**config.mk**
```make
export PLATFORM = sky130hd
export DESIGN_NAME = mmu_bus_arbiter
export DESIGN_NICKNAME = d
export VERILOG_FILES = /design/src/rtl/mmu_bus_arbiter_pkg.sv /design/src/rtl/rr_picker2.sv /design/src/rtl/mmu_bus_arbiter.sv
export SDC_FILE = /design/constraint.sdc
export NUM_CORES = 1
export LEC_CHECK = 0
export ABC_AREA = 0
export BUFFER_PORTS_ARGS = -buffer_cell sky130_fd_sc_hd__buf_2
export CAP_MARGIN = 20
export CORE_AREA = 2 2 121 123
export CTS_BUF_LIST = sky130_fd_sc_hd__clkbuf_8
export CTS_CLUSTER_DIAMETER = 150
export DETAILED_ROUTE_END_ITERATION = 10
export DIE_AREA = 0 0 123 125
export REMOVE_ABC_BUFFERS = 1
export SLEW_MARGIN = 20
export SYNTH_ARGS = -nofsm -noshare
export SYNTH_HDL_FRONTEND = slang
export SYNTH_SLANG_ARGS = --single-unit
```
**constraint.sdc**
```tcl
create_clock -name clk -period 3.29 [get_ports clk]
set_clock_uncertainty 0.1 [all_clocks]
set_input_delay 0.329 -clock clk [delete_from_list [all_inputs] [get_ports clk]]
set_output_delay 0.329 -clock clk [all_outputs]
set_load 0.03 [all_outputs]
```
**src/rtl/mmu_bus_arbiter_pkg.sv**
```systemverilog
// Shared types for the two-port memory-map bus arbiter: bus payload, access size,
// exception mask and the arbiter's state/port encodings.
package mmu_bus_arbiter_pkg;

    localparam int unsigned XLEN      = 32;
    localparam int unsigned ARB_CNT_W = 3;

    typedef enum logic [1:0] {
        MEM_ACCESS_BYTE = 2'd0,
        MEM_ACCESS_HALF = 2'd1,
        MEM_ACCESS_WORD = 2'd2
    } mem_access_t;

    typedef struct packed {
        logic misaligned;
        logic unmapped;
    } mem_exception_mask_t;

    typedef enum logic [1:0] {
        S_IDLE   = 2'd0,
        S_ACCESS = 2'd1,
        S_RESP   = 2'd2
    } arb_state_t;

    typedef enum logic {
        ARB_PORT_A = 1'b0,
        ARB_PORT_B = 1'b1
    } arb_port_t;

    typedef struct packed {
        logic [XLEN-1:0] addr;
        logic [XLEN-1:0] wr_data;
        logic            wr_ena;
        mem_access_t     access;
    } arb_payload_t;

endpackage

```
**src/rtl/rr_picker2.sv**
```systemverilog
// Two-way request picker: round-robin against the last winner, or fixed priority
// to A when mode is set.
module rr_picker2
    import mmu_bus_arbiter_pkg::*;
(
    input  logic      req_a,
    input  logic      req_b,
    input  arb_port_t last,
    input  logic      mode,
    output logic      valid,
    output arb_port_t winner
);

    always_comb begin
        valid  = req_a | req_b;
        winner = ARB_PORT_A;
        if (req_a && req_b) begin
            winner = (mode || (last == ARB_PORT_B)) ? ARB_PORT_A : ARB_PORT_B;
        end else if (req_b) begin
            winner = ARB_PORT_B;
        end
    end

endmodule

```
**src/rtl/mmu_bus_arbiter.sv**
```systemverilog
// Shares the single memory-map bus between requester A (core) and B (DMA/debug):
// one access per grant, MEM_LATENCY bus cycles, then a one-cycle ack to the winner.
module mmu_bus_arbiter
    import mmu_bus_arbiter_pkg::*;
#(
    parameter int unsigned PRIORITY_MODE = 0,
    parameter int unsigned MEM_LATENCY   = 1
) (
    input  logic                clk,
    input  logic                rst,
    input  logic                ena,
    input  logic                a_req,
    input  logic [XLEN-1:0]     a_addr,
    input  logic [XLEN-1:0]     a_wr_data,
    input  logic                a_wr_ena,
    input  mem_access_t         a_access,
    output logic                a_ack,
    output logic [XLEN-1:0]     a_rd_data,
    output mem_exception_mask_t a_exception,
    input  logic                b_req,
    input  logic [XLEN-1:0]     b_addr,
    input  logic [XLEN-1:0]     b_wr_data,
    input  logic                b_wr_ena,
    input  mem_access_t         b_access,
    output logic                b_ack,
    output logic [XLEN-1:0]     b_rd_data,
    output mem_exception_mask_t b_exception,
    output logic [XLEN-1:0]     mem_addr,
    output logic [XLEN-1:0]     mem_wr_data,
    output logic                mem_wr_ena,
    output mem_access_t         mem_access,
    input  logic [XLEN-1:0]     mem_rd_data,
    input  mem_exception_mask_t mem_exception,
    output logic                busy,
    output logic                grant_b
);

    localparam logic [ARB_CNT_W-1:0] CNT_LAST   = ARB_CNT_W'(MEM_LATENCY - 1);
    localparam logic                 PRIO_FIXED = (PRIORITY_MODE != 0);

    arb_state_t           r_state,   w_state_nxt;
    logic [ARB_CNT_W-1:0] r_cnt,     w_cnt_nxt;
    arb_port_t            r_rr_last, w_rr_last_nxt;
    arb_port_t            r_grant,   w_grant_nxt;

    logic         w_elig_a;
    logic         w_elig_b;
    logic         w_pick_valid;
    arb_port_t    w_pick_winner;
    arb_payload_t w_pay_a;
    arb_payload_t w_pay_b;
    arb_payload_t w_pay_sel;

    assign w_pay_a = '{addr: a_addr, wr_data: a_wr_data, wr_ena: a_wr_ena, access: a_access};
    assign w_pay_b = '{addr: b_addr, wr_data: b_wr_data, wr_ena: b_wr_ena, access: b_access};

    // The port just acked still shows a stale req in S_RESP; it must not win again.
    assign w_elig_a = a_req && !((r_state == S_RESP) && (r_grant == ARB_PORT_A));
    assign w_elig_b = b_req && !((r_state == S_RESP) && (r_grant == ARB_PORT_B));

    rr_picker2 u_picker (
        .req_a  (w_elig_a),
        .req_b  (w_elig_b),
        .last   (r_rr_last),
        .mode   (PRIO_FIXED),
        .valid  (w_pick_valid),
        .winner (w_pick_winner)
    );

    // State, counter, RR pointer and grant latch; all frozen while ena is low.
    always_ff @(posedge clk) begin
        if (rst) begin
            r_state   <= S_IDLE;
            r_cnt     <= '0;
            r_rr_last <= ARB_PORT_B;
            r_grant   <= ARB_PORT_A;
        end else if (ena) begin
            r_state   <= w_state_nxt;
            r_cnt     <= w_cnt_nxt;
            r_rr_last <= w_rr_last_nxt;
            r_grant   <= w_grant_nxt;
        end
    end

    // Next state: S_RESP re-arbitrates directly so back-to-back grants have no bubble.
    always_comb begin
        w_state_nxt   = r_state;
        w_cnt_nxt     = r_cnt;
        w_rr_last_nxt = r_rr_last;
        w_grant_nxt   = r_grant;
        unique case (r_state)
            S_IDLE, S_RESP: begin
                if (r_state == S_RESP) begin
                    w_rr_last_nxt = r_grant;
                end
                if (w_pick_valid) begin
                    w_state_nxt = S_ACCESS;
                    w_grant_nxt = w_pick_winner;
                    w_cnt_nxt   = '0;
                end else begin
                    w_state_nxt = S_IDLE;
                end
            end
            S_ACCESS: begin
                if (r_cnt == CNT_LAST) begin
                    w_state_nxt = S_RESP;
                end else begin
                    w_cnt_nxt = r_cnt + ARB_CNT_W'(1);
                end
            end
            default: w_state_nxt = S_IDLE;
        endcase
    end

    // Outputs: bus payload muxed live from the granted port; ack and response pass-through in S_RESP.
    always_comb begin
        w_pay_sel   = (r_grant == ARB_PORT_B) ? w_pay_b : w_pay_a;
        busy        = (r_state != S_IDLE);
        grant_b     = (r_grant == ARB_PORT_B);
        mem_addr    = '0;
        mem_wr_data = '0;
        mem_wr_ena  = 1'b0;
        mem_access  = MEM_ACCESS_BYTE;
        a_ack       = 1'b0;
        a_rd_data   = '0;
        a_exception = '0;
        b_ack       = 1'b0;
        b_rd_data   = '0;
        b_exception = '0;
        if (r_state != S_IDLE) begin
            mem_addr    = w_pay_sel.addr;
            mem_wr_data = w_pay_sel.wr_data;
            mem_access  = w_pay_sel.access;
        end
        if ((r_state == S_ACCESS) && (r_cnt == '0)) begin
            mem_wr_ena = w_pay_sel.wr_ena;
        end
        if (r_state == S_RESP) begin
            if (r_grant == ARB_PORT_A) begin
                a_ack       = 1'b1;
                a_rd_data   = mem_rd_data;
                a_exception = mem_exception;
            end else begin
                b_ack       = 1'b1;
                b_rd_data   = mem_rd_data;
                b_exception = mem_exception;
            end
        end
    end

endmodule

```
==> impl_metrics.toml <==
[clocking]
cts_setup_buffers = 0
cts_buffers = 3
cts.sinks = 7
hold_buffers = 0
cts_max_level = 1
cts.clk_slew.worst_paths_ps = 40
clock-root-buffer = "clkbuf_8"
tritoncts = "done"
cts_buffer_depth = 2
clock_latency_ps = 230
ctsResizeCount = 0

[die]
num_rows = 44
die_h_um = 125
core_area_um2 = 14200
num_io_pins = 312
start_util = 0.132
die_area_um2 = 15400
die_w_um = 123

[worst_setup_path]
crit_path_max_fanout = 36
cp-start-kind = "flip-flop"
crit_type = "reg -> out"
worstPathArrival_ps = 1980
endpoint_kind = "primary output"
required_ps = 2860

[cells_and_area]
final_area_um2 = 3670
fillers = 1623
area_growth_pct = 96.1
multiInputGateArea_um2 = 1610
seq_area_um2 = 144
diodes = 0
layout-drive-gt1-share = 0.569
finalNetCount = 749

[placement]
place_area_um2 = 3620
hpwl_um = 8860
io_buffers = 311
place.gp.congestion = 0.750

[sta]
slew_viol_final = 0
holdWs_ps = 233
hold_violations = 0
relSlewSlack = 0.407
clock.fmax_ghz = 0.416
worst-slew-pin-transition_ps = 890
setup_viol_count_final = 0
rsz0062_at_grt = "false"
final.period_utilization = 0.732
period_minus_slack_ps = 2410

[logic_synthesis]
yosysWarnings = 0
synth_edf_count = 0
synthTopCellsByArea = "mux2i_1 (37%), and2_1 (23%), nor2_1 (14%), dfxtp_1 (7.5%), clkbuf_1 (2.4%)"
ys_ff_latch = 7
synth_common_cells = "nor2_1 (71), mux2i_1 (70), and2_1 (68)"
async_flop_share = 0
postSynthAreaPerCell_um2 = 6.80
synth-seq-area-share = 0.0749
ys.flop_type = "dfxtp_1"
synth_top_area_cell = "mux2i_1"
synth_area_um2 = 1870
syn_inst = 275
ys_types = 30
synth_top_area_frac = 0.375
synth.most_common_cell = "nor2_1"

[grt]
grt.overflow.total = 0
antenna_found_initial = 0
grt_pass1_vias = 2690
grtUsageTotal = 0.116
grt_pass1_wl_um = 14000
grt_max_degree = 43

[routing]
routed-via-count = 2950
dr.pass1.iters = 4
wl_met1_um = 4110
wl_met3_um = 833
highest_layer = "met4"
wl_per_cell_um = 13.1
drt_iter0_drc = 82
ant_nets = 0
routed_wl_um = 9910
drc_errors = 0
vias_per_cell = 3.90
wl_met2_um = 4930

[power]
p_sw_w = 0.000415
power_frac_seq = 0.123
clockPowerShare = 0.149
max-vdd-ir-drop_uv = 89.8
leakagePower_nw = 2.13
p_int_w = 0.000385
power_frac_comb = 0.727
power_per_cell_area_nw_per_um2 = 218
sw_frac_of_total = 0.518

[job]
cap_violations = 0

[worst_hold_path]
hold_path_class = "in -> reg"

[run_status]
status = "complete, no violations"
[per-layer routing]
layer / track usage / vias up
met5: 0 / -
met4: 0.0120 / 0
met2: 0.221 / 186
met3: 0.0123 / 4
li1: - / 1496
met1: 0.143 / 1264
[cells by family after synthesis]
group	Yosys count	share of synthesized area
buf+inv	31	0.0689
mux	70	0.375
simple gates	150	0.408
flops	7	0.0749
fa+ha+maj	2	0.0134
compound gates	15	0.0602
[cell type report]
cell class,instances,share of cell area
Multi-Input combinational cell,237,0.439
Timing Repair Buffer,316,0.438
Tap cell,184,0.0628
Sequential cell,7,0.0392
Clock buffer,3,0.0113
Inverter,9,0.00921
Clock inverter,1,0.00102
[state kept, by name (all words and copies together) (netlist names)]
register,cells
r_cnt,3
r_state,2
grant_b,1
r_rr_last,1
[power by group through the flow]
stage | registers, W | clock network [W] | logic [W]
finish | 0.0000987 | 0.000120 | 0.000582
global route | 0.0000999 | 0.000128 | 0.000628
CTS | 0.0000986 | 0.000123 | 0.000590
detailed placement | 0.000100 | 0 | 0.000589
global placement | 0.0000998 | 0 | 0.000586
floorplan | 0.000112 | 0 | 0.000340
[cell usage in the layout, fill, tap and decap left out]
master and instances:
mux2i_1 70, a21oi_1 4, or4_1 1, o21ai_2 1
nor2_1 70, o211a_1 1, nand2b_1 2, a2111oi_2 1
and3b_1 1, o21ba_2 1, o21a_1 1, or2_2 1
and2_1 68, nor2_4 1, o22ai_1 1, nand2b_2 1
ha_1 2, inv_1 10, o21ai_0 2, buf_4 4
a2bb2oi_1 1, o31ai_1 1, nand2_1 1, clkbuf_8 3
buf_12 1, a311oi_1 1, buf_2 311, or3_1 2
dfxtp_1 6, nor3_1 1, nor2b_1 1, dfxtp_4 1
[final timing paths]
check	slack, ps	depth (start not counted)	startpoint	endpoint
max	880	3	r_state[1]$_SDFFE_PP0P_	b_rd_data[23]
min	230	2	rst	r_cnt[1]$_SDFFE_PP0P_
max reg2reg	1410	4	r_state[1]$_SDFFE_PP0P_	grant_b$_SDFFE_PP0P_
min reg2reg	380	2	r_rr_last$_SDFFE_PP1P_	r_rr_last$_SDFFE_PP1P_
[stage by stage]
step	setup slack, ps	cells	setup TNS, ps	total power (W)	util
after floorplan	-1700	253	-141090	0.000452	-
after global placement	1240	753	0	0.000685	0.255
after detailed placement	1120	753	0	0.000689	0.255
after CTS	871	757	0	0.000812	0.258
after global routing	704	757	0	0.000855	0.258
final	883	757	0	0.000800	0.258
[worst max-delay path: stages, from the launching register on]
cell	delay, ps
dfxtp_1	510
and3b_1	800
and2_1	230
buf_2	200
(Power assumes the default switching activity.)
